===== src/rtl/wb_trace_uart_if.sv =====
// Write-back event bus from the CPU core into the trace UART.
// The core drives the strobe, destination index and value every clk.
interface wb_trace_uart_if;
   logic        wb_valid;
   logic [4:0]  wb_rd;
   logic [31:0] wb_data;

   modport master (output wb_valid, output wb_rd, output wb_data);
   modport slave  (input  wb_valid, input  wb_rd, input  wb_data);
endinterface


===== src/rtl/wb_trace_uart.sv =====
// Register write-back tracer: captures {rd, data} events into a small FIFO
// and sends each one as a 6-byte UART 8N1 frame:
// A5, rd, data[31:24], data[23:16], data[15:8], data[7:0].
module wb_trace_uart #(
   parameter int CLKS_PER_BIT = 868,
   parameter int FIFO_DEPTH   = 4
) (
   input  logic                        clk,
   input  logic                        resetn,
   wb_trace_uart_if.slave              wb,
   output logic                        txd,
   output logic                        busy,
   output logic                        overflow,
   output logic [$clog2(FIFO_DEPTH):0] fifo_level
);

   localparam int PTR_W = $clog2(FIFO_DEPTH);
   localparam int CNT_W = $clog2(CLKS_PER_BIT);
   localparam logic [CNT_W-1:0] CNT_LAST = CNT_W'(CLKS_PER_BIT - 1);

   typedef enum logic [1:0] {IDLE, START, DATA, STOP} state_t;

   state_t         state;
   logic [CNT_W-1:0] cnt;
   logic [2:0]     bit_idx;
   logic [2:0]     byte_idx;
   logic [47:0]    frame;
   logic [7:0]     tx_byte;

   logic [36:0]    mem [FIFO_DEPTH];
   logic [PTR_W:0] wr_ptr;
   logic [PTR_W:0] rd_ptr;
   logic [36:0]    head;

   logic empty;
   logic full;
   logic push_req;
   logic push;
   logic pop;
   logic bit_end;

   // Pointers carry one wrap bit so full and empty are distinguishable.
   assign empty    = (wr_ptr == rd_ptr);
   assign full     = (wr_ptr[PTR_W] != rd_ptr[PTR_W]) &&
                     (wr_ptr[PTR_W-1:0] == rd_ptr[PTR_W-1:0]);
   assign push_req = wb.wb_valid && (wb.wb_rd != 5'd0);
   // The transmitter takes the head entry whenever it is idle.
   assign pop      = (state == IDLE) && !empty;
   // A pop on the same edge frees a slot, so a push into a full FIFO is legal then.
   assign push     = push_req && (!full || pop);
   assign head     = mem[rd_ptr[PTR_W-1:0]];

   assign fifo_level = wr_ptr - rd_ptr;
   assign busy       = (state != IDLE) || !empty;
   assign tx_byte    = frame[47:40];
   assign bit_end    = (cnt == CNT_LAST);

   // FIFO storage write.
   // NOTE: the entry array carries no reset; the pointers alone define which entries are valid.
   always_ff @(posedge clk) begin
      if (push) mem[wr_ptr[PTR_W-1:0]] <= {wb.wb_rd, wb.wb_data};
   end

   // FIFO pointers and the sticky overflow flag.
   // NOTE: sequential state uses non-blocking assignments so every flop samples pre-edge values.
   always_ff @(posedge clk) begin
      if (!resetn) begin
         wr_ptr   <= '0;
         rd_ptr   <= '0;
         overflow <= 1'b0;
      end else begin
         if (push) wr_ptr <= wr_ptr + 1'b1;
         if (pop)  rd_ptr <= rd_ptr + 1'b1;
         if (push_req && full && !pop) overflow <= 1'b1;
      end
   end

   // UART transmit FSM; txd is driven straight from this register.
   always_ff @(posedge clk) begin
      if (!resetn) begin
         state    <= IDLE;
         txd      <= 1'b1;
         cnt      <= '0;
         bit_idx  <= '0;
         byte_idx <= '0;
         frame    <= '0;
      end else begin
         case (state)
            IDLE: begin
               if (!empty) begin
                  frame    <= {8'hA5, 3'b000, head};
                  txd      <= 1'b0;
                  cnt      <= '0;
                  byte_idx <= '0;
                  state    <= START;
               end
            end
            START: begin
               if (bit_end) begin
                  cnt     <= '0;
                  bit_idx <= '0;
                  txd     <= tx_byte[0];
                  state   <= DATA;
               end else begin
                  cnt <= cnt + 1'b1;
               end
            end
            DATA: begin
               if (bit_end) begin
                  cnt <= '0;
                  if (bit_idx == 3'd7) begin
                     txd   <= 1'b1;
                     state <= STOP;
                  end else begin
                     bit_idx <= bit_idx + 1'b1;
                     txd     <= tx_byte[bit_idx + 3'd1];
                  end
               end else begin
                  cnt <= cnt + 1'b1;
               end
            end
            STOP: begin
               if (bit_end) begin
                  cnt <= '0;
                  if (byte_idx < 3'd5) begin
                     byte_idx <= byte_idx + 1'b1;
                     frame    <= {frame[39:0], 8'h00};
                     txd      <= 1'b0;
                     state    <= START;
                  end else begin
                     state <= IDLE;
                  end
               end else begin
                  cnt <= cnt + 1'b1;
               end
            end
            default: state <= IDLE;
         endcase
      end
   end

endmodule

===== src/flat_wrapper.sv =====
// flat-port wrapper written by rule: the top's interface ports become plain ports
module wb_trace_uart_flat 
#(
   parameter int CLKS_PER_BIT = 868,
   parameter int FIFO_DEPTH   = 4
)
  (clk, resetn, txd, busy, overflow, fifo_level, wb_wb_valid, wb_wb_rd, wb_wb_data);
  wb_trace_uart_if wb_i ();
  input  logic clk;
  input  logic resetn;
  output logic txd;
  output logic busy;
  output logic overflow;
  output logic [$clog2(FIFO_DEPTH):0] fifo_level;
  input wire logic [$bits(wb_i.wb_valid)-1:0] wb_wb_valid;
  input wire logic [$bits(wb_i.wb_rd)-1:0] wb_wb_rd;
  input wire logic [$bits(wb_i.wb_data)-1:0] wb_wb_data;
  assign wb_i.wb_valid = wb_wb_valid;
  assign wb_i.wb_rd = wb_wb_rd;
  assign wb_i.wb_data = wb_wb_data;
  wb_trace_uart #(.CLKS_PER_BIT(CLKS_PER_BIT), .FIFO_DEPTH(FIFO_DEPTH)) u_core (.clk(clk), .resetn(resetn), .wb(wb_i), .txd(txd), .busy(busy), .overflow(overflow), .fifo_level(fifo_level));
endmodule

===== config.mk =====
export PLATFORM = sky130hd
export DESIGN_NAME = wb_trace_uart_flat
export DESIGN_NICKNAME = d
export VERILOG_FILES = /design/src/rtl/wb_trace_uart_if.sv /design/src/rtl/wb_trace_uart.sv /design/src/flat_wrapper.sv
export SDC_FILE = /design/constraint.sdc
export NUM_CORES = 1
export LEC_CHECK = 0
export ABC_AREA = 1
export BUFFER_PORTS_ARGS = -buffer_cell sky130_fd_sc_hd__buf_2
export CAP_MARGIN = 20
export CORE_UTILIZATION = 45
export CTS_CLUSTER_DIAMETER = 30
export DETAILED_ROUTE_END_ITERATION = 16
export HOLD_SLACK_MARGIN = 0.08
export PLACE_DENSITY_LB_ADDON = 0.05
export SETUP_SLACK_MARGIN = 0.3
export SYNTH_ARGS = -nofsm -noshare
export SYNTH_HDL_FRONTEND = slang
export SYNTH_SLANG_ARGS = --single-unit

===== constraint.sdc =====
create_clock -name clk -period 4.4 [get_ports clk]
set_clock_uncertainty 0.2 [all_clocks]
set_input_delay 0.66 -clock clk [delete_from_list [all_inputs] [get_ports clk]]
set_output_delay 0.66 -clock clk [all_outputs]
set_load 0.005 [all_outputs]

-- Yosys cells after proc, flatten, opt, wreduce, memory -nomap -nowiden
Memory sizes are Yosys's and may differ from the RTL's. A register that Yosys moved wholly into a read port is not among the register bits.
Index checks and enable logic that the tools add are counted.
- add/subtract/negate cells: 6
- order comparisons: 2
- eq/ne operators: 15
- muxes and demuxes: 35
- reduce and logical (&&, ||, !) cells: 21
- operators by type and width (cell ; count):
    $mux 48 ; 3
    $pmux 48 s2 ; 1
    $mux 10 ; 2
    $pmux 10 s2 ; 1
    $mux 3 ; 6
    $mux 2 ; 7
    $add 3x1->3 const B ; 4
    $pmux 3 s2 ; 2
    $add 10x1->10 const B ; 1
    $eq 10x10->1 const B ; 1
    $mux 1 ; 10
    $ne 2x1->1 const B ; 5
    $reduce_and 5->1 ; 2
    $pmux 2 s4 ; 1
    $reduce_and 4->1 ; 2
    $logic_and 1x1->1 ; 6
    $reduce_bool 2->1 ; 3
    $reduce_bool 5->1 ; 1
    $eq 2x2->1 const B ; 2
    $lt 3x4->1 const B ; 1
    $ne 2x2->1 const B ; 2
    $pmux 1 s4 ; 1
    $bmux 1 s3 ; 1
    $eq 3x3->1 ; 1
    10 further kinds ; 13
- register bits: 74
- memory bits (writable): 148
- output and inout bits: 6
- word-level logic and storage cells: 89
- memories: 1
- memory list (name ; words ; width ; read ports ; clocked after memory_dff ; write ports ; RTL line ; text):
    u_core.mem ; 4 ; 37 ; 1 ; 1 ; 1 ; wb_trace_uart.sv:30 ; logic [36:0] mem [FIFO_DEPTH];

-- Logic depth before layout (Yosys ltp)
Gate-level depths: netlist (run 1).
- word-level depth: 7
- mapped depth: 12
- depth with buffers taken out: 11

-- Worst setup path before layout (run 1)
No wires, ideal clock.
- path type: flip-flop to flip-flop
- start point: reg u_core.wr_ptr[0]
- end point: mem u_core.mem[3][0], enable pin
- arrival: 2742 ps
- data required time: 3766 ps
- slack: 1024 ps
- stages on the path, launching flop included: 8
- buffers on the path: 0
- cell sequence: dfxtp_1 inv_1 ha_1 nand2_1 inv_1 nand3_1 nand3_1 nor2_1
- word-level cells in the longest chain between the ends: 7
- elaborated cells on any way between the ends: 10
- classes of those cells: 2 x eq/ne; 2 x mux; 6 x reduce/logical
- RTL lines (what ; RTL line ; text):
    start: declaration ; wb_trace_uart.sv:31 ; logic [PTR_W:0] wr_ptr;
    start signal: assignment ; wb_trace_uart.sv:72 ; if (push) wr_ptr <= wr_ptr + 1'b1;
    $eq 3x3->1 or $eq 2x2->1 (tied branches) ; wb_trace_uart.sv:43, wb_trace_uart.sv:45 ;
    $logic_not 1->1 or $logic_and 1x1->1 (tied branches) ; wb_trace_uart.sv:48, wb_trace_uart.sv:44 ;
    $logic_and 1x1->1 or $logic_not 1->1 (tied branches) ; wb_trace_uart.sv:48, wb_trace_uart.sv:50 ;
    $logic_or 1x1->1 ; wb_trace_uart.sv:50 ; assign push = push_req && (!full || pop);
    $logic_and 1x1->1 ; wb_trace_uart.sv:50 ;
    $mux 1 ; wb_trace_uart.sv:61 ; if (push) mem[wr_ptr[PTR_W-1:0]] <= {wb.wb_rd, wb.wb_data};
    $mux 1 (not written as such) ; wb_trace_uart.sv:61 ;
    end: declaration ; wb_trace_uart.sv:30 ;
Several ways; a longest one is shown, not always the timed one.

-- Worst setup path after layout (run 1)
- start point: reg u_core.wr_ptr[0]
- end point: mem u_core.mem[0][34], enable pin
The elaborated chain is that of the path after synthesis.

==> results of run 1 <==
-- worst max-delay path, delay by kind of cell (launching register included) --
family,cells,cell delay [ns]
simple gates,4,1.08
buf+inv,3,0.62
flops,1,0.35
fa+ha+maj,1,0.30
-- logic make-up after synthesis --
family	synth area share, %
AOI/OAI and AO/OA	11.02
xor gates and xnor gates	0.1892
adders and majority gates	2.379
buffers and inverters	5.230
DFF	64.44
and+or+nand+nor	16.75
-- registers in the layout, summed over array words and instances (netlist names), named ones only --
name	cells
u_core.bit_idx	3
u_core.frame	48
u_core.rd_ptr	3
u_core.cnt	10
u_core.wr_ptr	3
u_core.byte_idx	3
u_core.state	2
u_core.overflow	1
u_core.txd	1
u_core.mem	148
-- metrics by stage --
stage	util, %	setup WS (ns)	power, mW	instances	instance area, um2
3_5_place_dp	48.24	1.379	4.498	1216	9731
3_3_place_gp	48.24	1.407	4.500	1216	9731
6_report	56.67	1.474	8.141	1306	11430
5_1_grt	56.67	1.272	8.623	1306	11430
4_1_cts	56.67	1.420	8.232	1306	11430
2_1_floorplan	-	1.024	4.031	937	9258
-- cells in the final DEF, fill, tap and decap left out, types with 2 or more instances in the layout --
| cell type | synthesis | layout |
|---|---|---|
| o21ai_1 | 2 | 2 |
| and3_1 | 2 | 2 |
| buf_12 | 0 | 2 |
| nand4_1 | 2 | 2 |
| o21ai_0 | 107 | 107 |
| ha_1 | 16 | 16 |
| o22ai_1 | 29 | 29 |
| bufinv_16 | 0 | 8 |
| clkbuf_16 | 0 | 49 |
| buf_2 | 15 | 45 |
| inv_6 | 0 | 3 |
| a21oi_1 | 45 | 45 |
| clkinvlp_4 | 0 | 6 |
| xor2_1 | 2 | 2 |
| nand2_1 | 193 | 193 |
| clkinv_4 | 0 | 2 |
| a211oi_1 | 3 | 3 |
| clkbuf_8 | 0 | 2 |
| nor3_1 | 5 | 5 |
| nand3b_1 | 2 | 2 |
| buf_4 | 6 | 10 |
| clkbuf_1 | 22 | 5 |
| nor2_1 | 149 | 145 |
| dfxtp_1 | 76 | 75 |
| o21a_1 | 3 | 3 |
| clkinv_2 | 0 | 9 |
| clkinv_1 | 1 | 4 |
| inv_1 | 65 | 64 |
| nor2_4 | 0 | 4 |
| nand3_1 | 29 | 29 |
| or2_2 | 3 | 3 |
| edfxtp_1 | 148 | 148 |
-- layer usage --
layer	global-route usage (%)	wire length, um	up-vias
met5	0	0	-
met4	7.000	451	0
met3	3.824	789	43
met2	32.69	9746	121
met1	26.37	9578	3038
li1	-	-	3301
-- worst paths after layout --
path                    start                 to  slack (ns)  cells after the start
max          u_core.wr_ptr[0]  u_core.mem[0][34]        1.47                      8
min            wb_wb_data[24]  u_core.mem[3][24]        0.13                      1
max reg2reg  u_core.wr_ptr[0]  u_core.mem[0][34]        1.47                      8
min reg2reg  u_core.frame[42]   u_core.frame[42]        0.24                      2
-- area by class of cell --
cell class | instances | area, um2 | share of cell area (%)
Clock buffer | 56 | 1272 | 11.13
Inverter | 66 | 247.7 | 2.167
Tap cell | 270 | 337.8 | 2.955
Timing Repair Buffer | 57 | 340.3 | 2.977
Clock inverter | 34 | 427.9 | 3.743
Sequential cell | 224 | 5967 | 52.20
Multi-Input combinational cell | 599 | 2838 | 24.82
-- report_power, final --
part | internal (mW) | switching, mW
registers | 2.51 | 0.105
logic | 0.554 | 1.27
clock network | 2.55 | 1.15
total | 5.61 | 2.53
==> impl_metrics.yaml, run 1 <==
detailed_routing:
  wl_per_cell_um: 15.75
  ant_nets: 0
  num_vias: 6503
  drtPass1Iterations: 5
  initialDrtViolationCount: 362
  vias_per_cell: 4.979
  drc_errors: 0
  wl_mm: 20.57
critical_path:
  critical_path.endpoint_type: "flop"
  critPathArrivalTime_ns: 2.91
  path_max_fanout: 26
  cp_slowest_cell: "nor2_4"
  worstPathRequired_ns: 4.38
  cpPeakStageDelay_ns: 0.51
  path_class: "flop to flop"
  cp-start-kind: "flop"
  crit_chain: "inv_1 > ha_1 > nand2_1 > inv_1 > nand3_1 > nand3_1 > nor2_4 > buf_4"
place:
  io_buffers: 45
  globalplace.congestion: 0.7356
  hpwl_mm: 12.02
clock_tree:
  cts_max_path_buffers: 3
  cts_sinks: 224
  cts_root_buf: "clkbuf_16"
  post_cts_resized: 0
  cts_buffers: 48
  tritoncts: "done"
  cts_max_level: 2
  insertion_delay_ns: 0.54
  holdBufCountCts: 0
  cts_setup_buffers: 0
  path_clk_slew_ns: 0.05
floorplan:
  start_util_pct: 45.90
  ioPinCount: 46
  std_cell_rows: 52
  die_area_mm2: 0.02115
  fp.dieW_um: 145.4
  core-area_mm2: 0.02017
  die_height_um: 145.4
timing:
  fin_tns_setup_ns: 0
  max-slew-margin-rel_pct: 31.13
  period_needed_ns: 2.926
  hold_viol_final: 0
  hold_ws_ns: 0.1344
  fmax_mhz: 341.7
  fin_crit_sh_pct: 66.51
  finalSetupViolations: 0
  drv_slew: 0
  rsz0062_at_grt: "no"
  worst_pin_slew_ns: 1.032
global_routing:
  overflow: 0
  grt_pass1_wl_mm: 33.03
  antenna_found_initial: 0
  grt_start_max_net_pins: 75
  grt_usage_pct: 19.89
  grt_pass1_vias: 6192
synthesis:
  async_reset_ff_share_pct: 0
  yosys-top-cells-count: "nand2_1 (193), nor2_1 (149), edfxtp_1 (148)"
  synth_top_area_cell: "edfxtp_1"
  synth_seq_cells: 224
  synthDistinctLibCells: 32
  yosys_warnings: 0
  synth.avg_cell_area_um2: 9.880
  synth-edff-count: 148
  ys_seq_area_share_pct: 64.44
  post-synth-top-count-cell: "nand2_1"
  synth_top_area_share_pct: 48.01
  netlist_area_mm2: 0.009258
  synthCells: 937
  syn_nets: 994
  synth_top_cells_by_area: "edfxtp_1 (48%), dfxtp_1 (16%), nand2_1 (7.8%), nor2_1 (6.0%), o21ai_0 (5.8%)"
  synthFlopType: "edfxtp_1"
layout:
  antenna-diode-count: 0
  syn2layout_area_growth_pct: 23.48
  fin_nets: 1053
  drive_gt1_share_pct: 14.77
  fillers: 1771
job:
  cap_violations: 0
status:
  status: "completed"
pwr:
  power.density_mw_per_mm2: 712.2
  vdd_drop_max_uv: 443.2
  p_leak_nw: 4.463
hold_path:
  hold_path_class: "primary input to flop"
(Power assumes the default switching activity.)
==> run 2, diff against run 1 <==
- clock period: 4.4 -> 3 ns (I/O delays scaled with it)
==> impl_metrics.yaml, run 2 (synthesized netlist as in run 1, its figures left out) <==
critical_path:
  path_buf_inv: 3
  cpPeakStageDelay_ns: 0.35
  crit_top_cell: "inv_1"
  critical_path.endpoint_type: "primary output"
  path_max_fanout: 11
  crit_chain: "inv_1 > ha_1 > nand2_1 > inv_1 > nand3_1 > buf_2"
  cp_slowest_cell: "dfxtp_1"
  crit_family: "buffers and inverters"
  path_class: "flop to primary output"
  critPathArrivalTime_ns: 2.01
  cp-start-kind: "flop"
  worstPathRequired_ns: 2.35
timing:
  finalSetupViolations: 0
  fin_tns_setup_ns: 0
  drv_slew: 0
  worst_pin_slew_ns: 0.7824
  setup_ws_ns: 0.3419
  hold_ws_ns: 0.2500
  rsz0062_at_grt: "yes"
  max-slew-margin-rel_pct: 47.84
  fin_crit_sh_pct: 88.60
  hold_viol_final: 0
  fmax_mhz: 376.2
  period_needed_ns: 2.658
layout:
  final_common_cell: "nand2_1"
  stdcell_count: 1349
  fin_nets: 1101
  antenna-diode-count: 0
  final_util_pct: 58.10
  largest_reg_flops: 148
  drive_gt1_share_pct: 14.18
  syn2layout_area_growth_pct: 26.58
  final_cell_mix: "nand2_1 (193), edfxtp_1 (148), nor2_1 (145), o21ai_0 (107), dfxtp_1 (75)"
  design_area_mm2: 0.01172
place:
  placed_cell_area_mm2: 0.009826
  hpwl_mm: 12.17
  placedCellCount: 1227
  globalplace.congestion: 0.7529
  dp_worst_setup_slack_ns: 0.4364
  io_buffers: 45
floorplan:
  start_util_pct: 45.90
  die_area_mm2: 0.02115
  ioPinCount: 46
  fp.dieW_um: 145.4
  std_cell_rows: 52
  die_height_um: 145.4
  core-area_mm2: 0.02017
detailed_routing:
  wl_per_cell_um: 15.13
  wl_mm: 20.41
  ant_nets: 0
  drtPass1Iterations: 4
  num_vias: 6616
  drc_errors: 0
  initialDrtViolationCount: 407
  vias_per_cell: 4.904
clock_tree:
  cts_sinks: 224
  insertion_delay_ns: 0.51
  cts_buffers: 45
  cts_root_buf: "clkbuf_16"
  path_clk_slew_ns: 0.04
  cts_max_level: 2
  cts_max_path_buffers: 3
  tritoncts: "done"
pwr:
  vdd_drop_max_uv: 526.8
  finalPower_mw: 11.44
  p_leak_nw: 4.602
  power.density_mw_per_mm2: 976.3
global_routing:
  overflow: 0
  grt_usage_pct: 19.74
  grt_pass1_wl_mm: 32.94
  grt_pass1_vias: 6401
  grt_start_max_net_pins: 75
  antenna_found_initial: 0
job:
  cap_violations: 0
hold_path:
  hold_path_class: "flop to flop"
status:
  status: "completed"
## run 2: changes by cell type in the layout (fill, tap and decap cells not counted), moves of 2 or more
cell and change:
buf_4 +12, bufinv_16 -5, clkbuf_8 +3, clkinv_1 +6, clkinvlp_4 -3, dlygate4sd3_1 +38
inv_6 -2
## run 2: repair_timing
action                     in CTS  in global routing
resized for setup               0                  1
hold endpoints to repair      149                  0
buffers inserted                0                  2
setup endpoints to repair       0                 28
hold buffers                   38                  0
## run 2: where the power goes
part	internal [mW]	switching, mW
combinational	0.961	1.89
sequential	3.68	0.156
clock	3.25	1.51
total	7.89	3.55
## run 2: final timing paths
check	startpoint	endpoint	slack (ns)	cells past startpoint
worst max-delay path	u_core.wr_ptr[0]	busy	0.34	6
worst max register to register	u_core.state[0]	u_core.frame[36]	0.57	9
worst min register to register	u_core.frame[42]	u_core.frame[42]	0.25	2
worst min-delay path	u_core.frame[42]	u_core.frame[42]	0.25	2
## run 2: cell type report
cell class,count,area (um2)
Timing Repair Buffer,108,830.8
Tap cell,270,337.8
Clock inverter,25,203.9
Multi-Input combinational cell,599,2846
Sequential cell,224,5967
Fill cell,1783,8451
Clock buffer,57,1285
Inverter,66,247.7
## run 2: per-layer routing
layer	GRT usage, %	up-vias	routed length [um]
met5	0	-	0
met4	7.737	0	353
li1	-	3385	-
met3	3.824	27	863
met1	25.91	3067	9469
met2	32.38	137	9727
## run 2: worst register-to-register path: stages (launching register included)
cell,delay [ns]
dfxtp_1,0.34
inv_1,0.14
ha_1,0.24
inv_1,0.10
o21ai_0,0.61
nand2_8,0.26
buf_4,0.27
nand2_1,0.06
nand2_1,0.05
nor2_1,0.10
==> run 3, diff against run 2 <==
- CORE_UTILIZATION: 45 -> 35
- clock period: 3 -> 3.33 ns (I/O delays scaled with it)
==> impl_metrics.yaml, run 3 (synthesized netlist as in run 1, its figures left out) <==
critical_path:
  cpPeakStageDelay_ns: 0.35
  crit_family: "buffers and inverters"
  worstPathRequired_ns: 2.63
  path_class: "flop to primary output"
  path_buf_inv: 3
  critical_path.endpoint_type: "primary output"
  cp_slowest_cell: "dfxtp_1"
  crit_top_cell: "inv_1"
  path_max_fanout: 11
  critPathArrivalTime_ns: 2.03
  crit_chain: "inv_1 > ha_1 > nand2_1 > inv_1 > nand3_1 > buf_2"
  cp-start-kind: "flop"
global_routing:
  grt_start_max_net_pins: 75
  grt_usage_pct: 16.81
  grt_pass1_wl_mm: 34.92
  overflow: 0
  grt_pass1_vias: 6667
  antenna_found_initial: 0
clock_tree:
  cts_max_level: 2
  cts_max_path_buffers: 3
  post_cts_resized: 0
  path_clk_slew_ns: 0.05
  tritoncts: "done"
  cts_buffers: 55
  cts_root_buf: "clkbuf_16"
  insertion_delay_ns: 0.54
  cts_sinks: 224
layout:
  syn2layout_area_growth_pct: 31.49
  fillers: 2518
  final_cell_mix: "nand2_1 (193), edfxtp_1 (148), nor2_1 (145), o21ai_0 (107), dfxtp_1 (75)"
  final_common_cell: "nand2_1"
  fin_nets: 1110
  antenna-diode-count: 0
  drive_gt1_share_pct: 15.36
  stdcell_count: 1429
  largest_reg_flops: 148
detailed_routing:
  drc_errors: 0
  drtPass1Iterations: 5
  wl_met1_mm: 10.44
  wl_mm: 21.97
  num_vias: 6692
  ant_nets: 0
  initialDrtViolationCount: 372
  vias_per_cell: 4.683
  wl_met2_mm: 10.21
  wl_met3_um: 851
  wl_per_cell_um: 15.37
  top_layer_used: "met4"
floorplan:
  die_area_mm2: 0.02710
  fp.dieW_um: 164.6
  ioPinCount: 46
  die_height_um: 164.6
  core-area_mm2: 0.02598
  start_util_pct: 35.63
  std_cell_rows: 59
place:
  hpwl_mm: 12.95
  globalplace.congestion: 0.7711
  placedCellCount: 1293
  dp_worst_setup_slack_ns: 0.7291
  io_buffers: 45
timing:
  fmax_mhz: 366.8
  rsz0062_at_grt: "no"
  hold_viol_final: 0
  period_needed_ns: 2.726
  finalSetupViolations: 0
  max-slew-margin-rel_pct: 38.91
  fin_crit_sh_pct: 81.86
  worst_pin_slew_ns: 0.9154
  setup_ws_ns: 0.6041
  drv_slew: 0
pwr:
  p_switching_mw: 3.417
  combPwrFrac_pct: 22.4
  vdd_drop_max_uv: 508.2
  clkPwrFrac_pct: 47.2
  p_sw_share_pct: 30.12
  p_int_mw: 7.927
  power.density_mw_per_mm2: 932.0
  p_leak_nw: 4.763
  power_frac_seq_pct: 30.4
status:
  status: "completed"
hold_path:
  hold_path_class: "primary input to flop"
job:
  cap_violations: 0
## run 3: changes by cell type in the layout (fill, tap and decap cells not counted)
| cell | change |
|---|---|
| clkbuf_16 | +7 |
| bufinv_16 | +6 |
| clkbuf_1 | +4 |
| clkinv_1 | -4 |
| clkinv_2 | -4 |
| clkinvlp_4 | +4 |
| clkinv_8 | +2 |
| buf_12 | -1 |
| clkbuf_8 | -1 |
| clkinv_4 | +1 |
| inv_6 | +1 |
| nand2_4 | +1 |
| nand2_8 | -1 |
## run 3: cell type report
class / instances / area [um2] / share of cell area (%)
Sequential cell: 224 / 5967 / 49.02
Clock inverter: 31 / 429.2 / 3.526
Timing Repair Buffer: 107 / 810.8 / 6.661
Inverter: 66 / 247.7 / 2.035
Multi-Input combinational cell: 599 / 2838 / 23.31
Tap cell: 335 / 419.2 / 3.443
Clock buffer: 67 / 1461 / 12.01
## run 3: path summary, 6_finish.rpt
path,from,end,slack (ns),cells after the start
min,resetn,u_core.frame[41],0.18,3
min reg2reg,u_core.frame[42],u_core.frame[42],0.25,2
max reg2reg,u_core.wr_ptr[0],u_core.mem[2][18],0.76,8
max,u_core.wr_ptr[0],busy,0.60,6
## run 3: timing repair
item / CTS / global route
hold buffers: 38 / 0
setup buffers: 0 / 0
hold endpoints to repair: 149 / 0
## run 3: power by group through the flow
| stage | Combinational, mW | Sequential (mW) | Clock [mW] |
|---|---|---|---|
| final | 2.54 | 3.45 | 5.36 |
| after global routing | 2.93 | 3.49 | 5.59 |
| after CTS | 2.60 | 3.45 | 5.45 |
| after detailed placement | 2.56 | 3.50 | 0 |
| after global placement | 2.56 | 3.49 | 0 |
| after floorplan | 1.86 | 3.47 | 0 |
## run 3: worst reg2reg max path: cells and delay by family (launching register included)
family	cells	cell delay [ns]
fa+ha+maj	1	0.30
flops	1	0.35
buf+inv	3	0.58
simple gates	4	0.76
## run 3: metal layers
layer,GRT usage (%),up-vias
met1,21.93,3116
met2,27.65,119
met3,3.265,40
met4,6.088,0
li1,-,3417
met5,0,-
## run 3: stage by stage
stage               cell area (um2)  hold slack (ns)  util (%)  power, mW  setup TNS (ns)
floorplan                      9260           0.2209         -      5.326         -0.3982
global placement               9902           0.2444     38.11      6.057               0
detailed placement             9902           0.2488     38.11      6.059               0
CTS                           12170           0.1705     46.85      11.50               0
global route                  12170           0.1992     46.85      12.01               0
finish                        12170           0.1767     46.85      11.34               0
